`src/rtl/rom_frame_tx.sv`:
```
// Frame sequencer/serializer for a 16-entry registered ROM: walks addresses 0..15,
// absorbs the ROM read latency and shifts each byte out MSB-first at CLKS_PER_BIT clocks/bit.
module rom_frame_tx #(
  parameter int unsigned CLKS_PER_BIT = 4
) (
  input  logic       clk,
  input  logic       rst,
  input  logic       start,
  input  logic       abort,
  output logic [3:0] rom_addr,
  input  logic [7:0] rom_data,
  output logic       ser_out,
  output logic       ser_valid,
  output logic       busy,
  output logic       done
);

  typedef enum logic [1:0] {StIdle, StFetch, StLoad, StShift} state_e;

  localparam logic [7:0] LastCnt = 8'(CLKS_PER_BIT - 1);

  state_e     state_q, state_d;
  logic [3:0] addr_q, addr_d;
  logic [6:0] shift_q, shift_d;  // bits still to send after the one on ser_out
  logic [2:0] bit_q, bit_d;
  logic [7:0] cnt_q, cnt_d;
  logic       ser_q, ser_d;
  logic       valid_q, valid_d;
  logic       busy_q, busy_d;
  logic       done_q, done_d;

  always_comb begin
    state_d = state_q;
    addr_d  = addr_q;
    shift_d = shift_q;
    bit_d   = bit_q;
    cnt_d   = cnt_q;
    ser_d   = ser_q;
    valid_d = valid_q;
    busy_d  = busy_q;
    done_d  = 1'b0;

    if (abort) begin
      // IDLE already holds reset values, so abort can clear unconditionally
      state_d = StIdle;
      addr_d  = '0;
      shift_d = '0;
      bit_d   = '0;
      cnt_d   = '0;
      ser_d   = 1'b0;
      valid_d = 1'b0;
      busy_d  = 1'b0;
    end else begin
      case (state_q)
        StIdle: begin
          if (start) begin
            addr_d  = '0;
            busy_d  = 1'b1;
            state_d = StFetch;
          end
        end
        StFetch: state_d = StLoad;
        StLoad: begin
          shift_d = rom_data[6:0];
          ser_d   = rom_data[7];
          valid_d = 1'b1;
          bit_d   = '0;
          cnt_d   = '0;
          state_d = StShift;
        end
        StShift: begin
          if (cnt_q == LastCnt) begin
            cnt_d = '0;
            if (bit_q != 3'd7) begin
              ser_d   = shift_q[6];
              shift_d = {shift_q[5:0], 1'b0};
              bit_d   = bit_q + 3'd1;
            end else begin
              ser_d   = 1'b0;
              valid_d = 1'b0;
              if (addr_q == 4'hF) begin
                done_d  = 1'b1;
                busy_d  = 1'b0;
                addr_d  = '0;
                state_d = StIdle;
              end else begin
                addr_d  = addr_q + 4'd1;
                state_d = StFetch;
              end
            end
          end else begin
            cnt_d = cnt_q + 8'd1;
          end
        end
        default: state_d = StIdle;
      endcase
    end
  end

  always_ff @(posedge clk) begin
    if (rst) begin
      state_q <= StIdle;
      addr_q  <= '0;
      shift_q <= '0;
      bit_q   <= '0;
      cnt_q   <= '0;
      ser_q   <= 1'b0;
      valid_q <= 1'b0;
      busy_q  <= 1'b0;
      done_q  <= 1'b0;
    end else begin
      state_q <= state_d;
      addr_q  <= addr_d;
      shift_q <= shift_d;
      bit_q   <= bit_d;
      cnt_q   <= cnt_d;
      ser_q   <= ser_d;
      valid_q <= valid_d;
      busy_q  <= busy_d;
      done_q  <= done_d;
    end
  end

  assign rom_addr  = addr_q;
  assign ser_out   = ser_q;
  assign ser_valid = valid_q;
  assign busy      = busy_q;
  assign done      = done_q;

endmodule

```
`config.mk`:
```
export PLATFORM = sky130hd
export DESIGN_NAME = rom_frame_tx
export DESIGN_NICKNAME = d
export VERILOG_FILES = /design/src/rtl/rom_frame_tx.sv
export SDC_FILE = /design/constraint.sdc
export NUM_CORES = 1
export LEC_CHECK = 0
export CORE_MARGIN = 4
export CORE_UTILIZATION = 40
export CTS_BUF_LIST = sky130_fd_sc_hd__clkbuf_2
export CTS_CLUSTER_SIZE = 24
export DETAILED_ROUTE_END_ITERATION = 16
export GPL_ROUTABILITY_DRIVEN = 1
export GPL_TIMING_DRIVEN = 0
export PLACE_DENSITY = 0.64
export SYNTH_ARGS = -nofsm -noshare
export SYNTH_HDL_FRONTEND = slang
export SYNTH_SLANG_ARGS = --single-unit
```
`constraint.sdc`:
```
create_clock -name clk -period 2.3 [get_ports clk]
set_clock_uncertainty 0.1 [all_clocks]
set_input_delay 0.23 -clock clk [delete_from_list [all_inputs] [get_ports clk]]
set_output_delay 0.23 -clock clk [all_outputs]
set_load 0.02 [all_outputs]
```
* Yosys cells after proc, flatten, opt, wreduce, memory -nomap -nowiden
Cells that the tools add are included.
W data, S select, Z words.
** Operators by class
- Muxes and demuxes :: 30
- Eq/ne operators :: 11
- Reductions and logical operators :: 11
- Add/subtract/negate cells :: 3
- Bitwise operators :: 2
** Operators with widths (count)
- $mux W4 :: 4
- $pmux W8 S2 :: 1
- $mux W7 :: 2
- $pmux W7 S2 :: 1
- $mux W1 :: 10
- $ne A2 B2 Y1 const B :: 5
- $reduce_and A3 Y1 :: 3
- $add A8 B1 Y8 const B :: 1
- $eq A8 B2 Y1 const B :: 1
- $mux W8 :: 1
- $pmux W2 S4 :: 1
- $pmux W4 S2 :: 1
- $mux W2 :: 3
- $mux W3 :: 2
- $pmux W1 S2 :: 3
- $pmux W3 S2 :: 1
- $reduce_and A5 Y1 :: 1
- $reduce_or A5 Y1 :: 1
- $add A4 B1 Y4 const B :: 1
- $eq A2 B2 Y1 const B :: 2
- $eq A4 B4 Y1 const B :: 1
- $reduce_and A4 Y1 :: 1
- $reduce_bool A2 Y1 :: 2
- $add A3 B1 Y3 const B :: 1
- other kinds (6) :: 7
** Storage, ports and cells
- Bits in registers :: 28

* Longest topological paths before layout
- Depth after elaboration :: 5
- Gate-level depth with buffers :: 7

* Worst setup path after synthesis
OpenSTA, ideal clock, no wires.
- Kind :: register to register
- Start :: register state_q[1]
- End :: register cnt_q[7]
- Period minus slack after synthesis :: 1.939 ns
- Arrival time :: 1.765 ns
- Path slack :: 0.361 ns
- Setup time :: 0.074 ns
- Data required time :: 2.126 ns
- Path buffers :: 1
- Stages on the path, launching flop included :: 7
- Path through :: dfxtp_1 > ha_1 > buf_2 > clkinv_1 > a21oi_1 > or3b_2 > a31oi_1
** Between the ends
- Cells in the longest elaborated chain, start to end :: 2
- Elaborated cells on any way between the ends :: 4
- Those cells by class :: eq/ne (2); mux (1); reduce/logical (1)
** Ends and longest elaborated chain
- start: declaration :: RTL line 22 : state_e state_q, state_d;
- start signal: assignment :: RTL line 102 : state_q <= StIdle;
- start signal: assignment :: RTL line 112 : state_q <= state_d;
- $eq A2 B2 Y1 :: RTL line 54 : case (state_q)
- $pmux W8 S2 or $reduce_bool A2 Y1 (tied branches)
- end signal: assignment :: RTL line 116 : cnt_q <= cnt_d;
- end: declaration :: RTL line 26 : logic [7:0] cnt_q, cnt_d;
Several ways; a longest one is shown, not always the timed one.
A chain may end at the register's enable or synchronous reset.

* Worst setup path in the final report
- Start :: register cnt_q[0]
- End :: register ser_q, in the netlist ser_out
** Between the ends
- Cells in the longest elaborated chain, start to end :: 3
** Ends and longest elaborated chain
- $eq A8 B2 Y1 :: RTL line 72 : if (cnt_q == LastCnt) begin
- $ne A2 B2 Y1 (no source line)
- $reduce_and A2 Y1 (no source line)
- end signal: assignment :: RTL line 117 : ser_q <= ser_d;
- end: declaration :: RTL line 27 : logic ser_q, ser_d;
Every way passes these cells.

==> summary.md <==
| Metric | Value |
|---|---|
| Clock Latency Late Sink | `0.36 ns` |
| Placed cells | `233` |
| Worst-Margin Slew | `0.813 ns` |
| # rows | `21` |
| Die Width | `68.8 µm` |
| Critical Path, Cell by Cell | `ha_1 > nor4b_2 > a21oi_4 > or4_1 > nand2_1` |
| Crit start category | `flip-flop` |
| GRT Total Usage | `16.3%` |
| 1st-iter DRT viols | `66` |
| Initial Util | `42.9%` |
| Syn_nets | `188` |
| Syn Std Cell Area | `1480 µm²` |
| Pin count of the biggest net entering global routing | `15` |
| Number of synthesized flops with an enable pin | `0` |
| Worst setup EP type | `flip-flop` |
| Vias in the first global route | `1286` |
| Syn Inst Count | `168` |
| Synth unique cells | `42` |
| # H-tree levels | `1` |
| Hold WS | `0.352 ns` |
| Port-buffer cells | `19` |
| Leakage | `0.593 nW` |
| Final ANT Viol Nets | `0` |
| Worst Path Max Fanout | `7` |
| Dpl hpwl | `2.60 mm` |
| Critical Path AT | `2.40 ns` |
| Via density per instance | `5.75` |
| PwrDens | `423 nW/µm²` |
| Max_cap viols | `0` |
| Max Slew Vio Count | `0` |
| Clock Path Buffers | `2` |
| Cts hold-fix bufs | `0` |
| Syn. warnings | `0` |
| Crit Path Class | `flip-flop to flip-flop` |
| Final core utilization | `51.0%` |
| Fmax | `0.461 GHz` |
| Top post-synthesis cells by area | `dfxtp_1, ha_1, mux2i_1, nor2_1, a211oi_1` |
| Initial antenna violation count | `0` |
| Period minus WS final | `2.17 ns` |
| Fin crit share | `94.2%` |
| First-pass GRT wire length | `5.88 mm` |
| Layout Area Growth over Synthesis | `18.8%` |
| Share of post-route cells with drive strength above 1 | `8.42%` |
| Total grt overflow | `0` |
| Fin cells | `236` |
| Filler Cell Count | `348` |
| Tightest Hold Check Type | `primary input to flip-flop` |
| Slowest stage delay, CP | `0.60 ns` |
| CTS Root Cell | `clkbuf_2` |
| Pre-antenna DRT Iters | `4` |
| Setup_tns | `0 ns` |
| CTS buffer count | `3` |
| Final #Nets | `212` |
| CTS sink cnt | `28` |
| Slowest-stage cell, CP | `nor4b_2` |
| Sequential element share of the synthesized area | `38.0%` |
| Syn avg cell area | `8.79 µm²` |
| Io pins | `20` |
| CP bufs+invs | `0` |
| Routed WL | `3.45 mm` |
| Asr flop ratio synth | `0%` |
| Largest delay contributor family on the critical path | `simple AND/OR/NAND/NOR gates` |
| Die area | `4730 µm²` |
| RSZ-0062 raised after global routing | `false` |
| Clk slew on worst S/H paths | `0.26 ns` |
| IR drop worst, VDD | `201 µV` |
| Final Wtd Congestion | `0.843` |
| Fin. Hold Viols | `0` |
| Status | `completed` |
| Wire per inst | `14.6 µm` |
| Synth area leader | `dfxtp_1` |
| Yosys reg bits | `28` |
| Final setup viols | `0` |
| Critical Path RT | `2.54 ns` |
| Placeable core area | `3440 µm²` |
| Diodes inserted | `0` |
| Yosys top cell area share | `38.0%` |
| Die height | `68.8 µm` |
| Postcts setup bufs | `0` |
| CTS tree | `done` |
| Relative slew slack | `45.4%` |
| Design Power | `0.742 mW` |
| DRC viols | `0` |
| Ys flop type | `dfxtp_1` |
| Via count | `1357` |
==> power by group <==
| part | switching [mW] | internal [mW] | total, mW |
|---|---|---|---|
| Combinational | 0.0359 | 0.0339 | 0.0699 |
| Sequential | 0.00261 | 0.491 | 0.493 |
| Clock | 0.143 | 0.0354 | 0.179 |
| Total | 0.182 | 0.560 | 0.742 |
==> kinds of logic (layout without fill, tap and decap cells) <==
group / after synthesis / after routing / share of synthesized area, %
compound gates: 46 / 46 / 20.8
fa+ha+maj: 8 / 8 / 6.78
buf+inv: 10 / 32 / 3.22
flops: 28 / 28 / 38.0
mux: 8 / 8 / 5.42
simple gates: 68 / 68 / 25.8
==> worst min-delay path, delay by kind of cell <==
family                 cells  cell delay [ns]
AO/OA/AOI/OAI              1             0.08
buffers and inverters      1             0.40
AND/OR/NAND/NOR            1             0.09
==> path summary, 6_finish.rpt <==
path	from	to	slack (ns)	cells past startpoint
hold reg to reg	bit_q[2]	bit_q[2]	0.37	2
hold / removal	rom_data[0]	shift_q[0]	0.35	3
setup reg to reg	cnt_q[0]	ser_out	0.13	5
setup / recovery	cnt_q[0]	ser_out	0.13	5
==> flip-flops by register name, summed over array words and instances (netlist names) <==
register	count
shift_q	7
bit_q	3
cnt_q	8
ser_valid	1
ser_out	1
rom_addr	4
busy	1
state_q	2
done	1
==> layout by cell type, fill, tap and decap left out, types with 2 or more instances in the layout <==
| master | count |
|---|---|
| or2_2 | 2 |
| inv_1 | 2 |
| nand2_1 | 14 |
| nor3_1 | 2 |
| o211ai_1 | 3 |
| a21oi_1 | 9 |
| ha_1 | 8 |
| a311oi_1 | 3 |
| nand3_1 | 7 |
| nand2b_1 | 4 |
| mux2i_1 | 8 |
| dfxtp_1 | 28 |
| clkbuf_1 | 3 |
| and3_1 | 3 |
| o21ai_0 | 10 |
| nor2_1 | 16 |
| buf_2 | 2 |
| nand4_1 | 5 |
| clkbuf_2 | 3 |
| a211oi_1 | 7 |
| a31oi_1 | 5 |
| clkdlybuf4s50_1 | 19 |
| or3_1 | 2 |
| nand3b_1 | 4 |
==> metrics by stage <==
| stage | area, µm² | setup WS [ns] |
|---|---|---|
| floorplan | 1480 | 0.361 |
| global placement | 1720 | 0.0150 |
| detailed placement | 1720 | -0.0784 |
| CTS | 1740 | 0.0196 |
| global route | 1750 | 0.00797 |
| finish | 1750 | 0.133 |
==> cell usage after synthesis (all sizes together) (2+ instances only) <==
cell,instances
a211oi,7
a21oi,10
a311oi,3
a31oi,5
and3,3
buf,4
clkbuf,3
dfxtp,28
ha,8
inv,2
mux2i,8
nand2,14
nand2b,4
nand3,7
nand3b,4
nand4,5
nor2,16
nor3,2
nor4,2
o211ai,3
o21ai,11
o31ai,2
or2,2
or3,2
==> what timing repair did <==
item / 4_1_cts / 5_1_grt
cloned: 0 / 0
gates resized for setup: 1 / 2
setup endpoints to repair: 1 / 3
pin swaps: 0 / 1
==> routing by layer <==
layer / up-vias / wire [µm] / track usage (%)
met4: 0 / 41 / 6.08
met1: 652 / 1560 / 21.6
met5: - / 0 / 0
li1: 669 / - / -
met2: 31 / 1700 / 26.6
met3: 5 / 148 / 2.59
==> final cells by class <==
cell class                 count  area, µm²  share of cell area, %
sequential                    28        561                   32.0
tap                           46       57.6                   3.28
buffer                         7       36.3                   2.07
multi-input combinational    130        880                   50.1
inverter                       3       15.0                  0.856
timing repair buffer          19        190                   10.8
clock buffer                   3       15.0                  0.856
(Power assumes the default switching activity.)
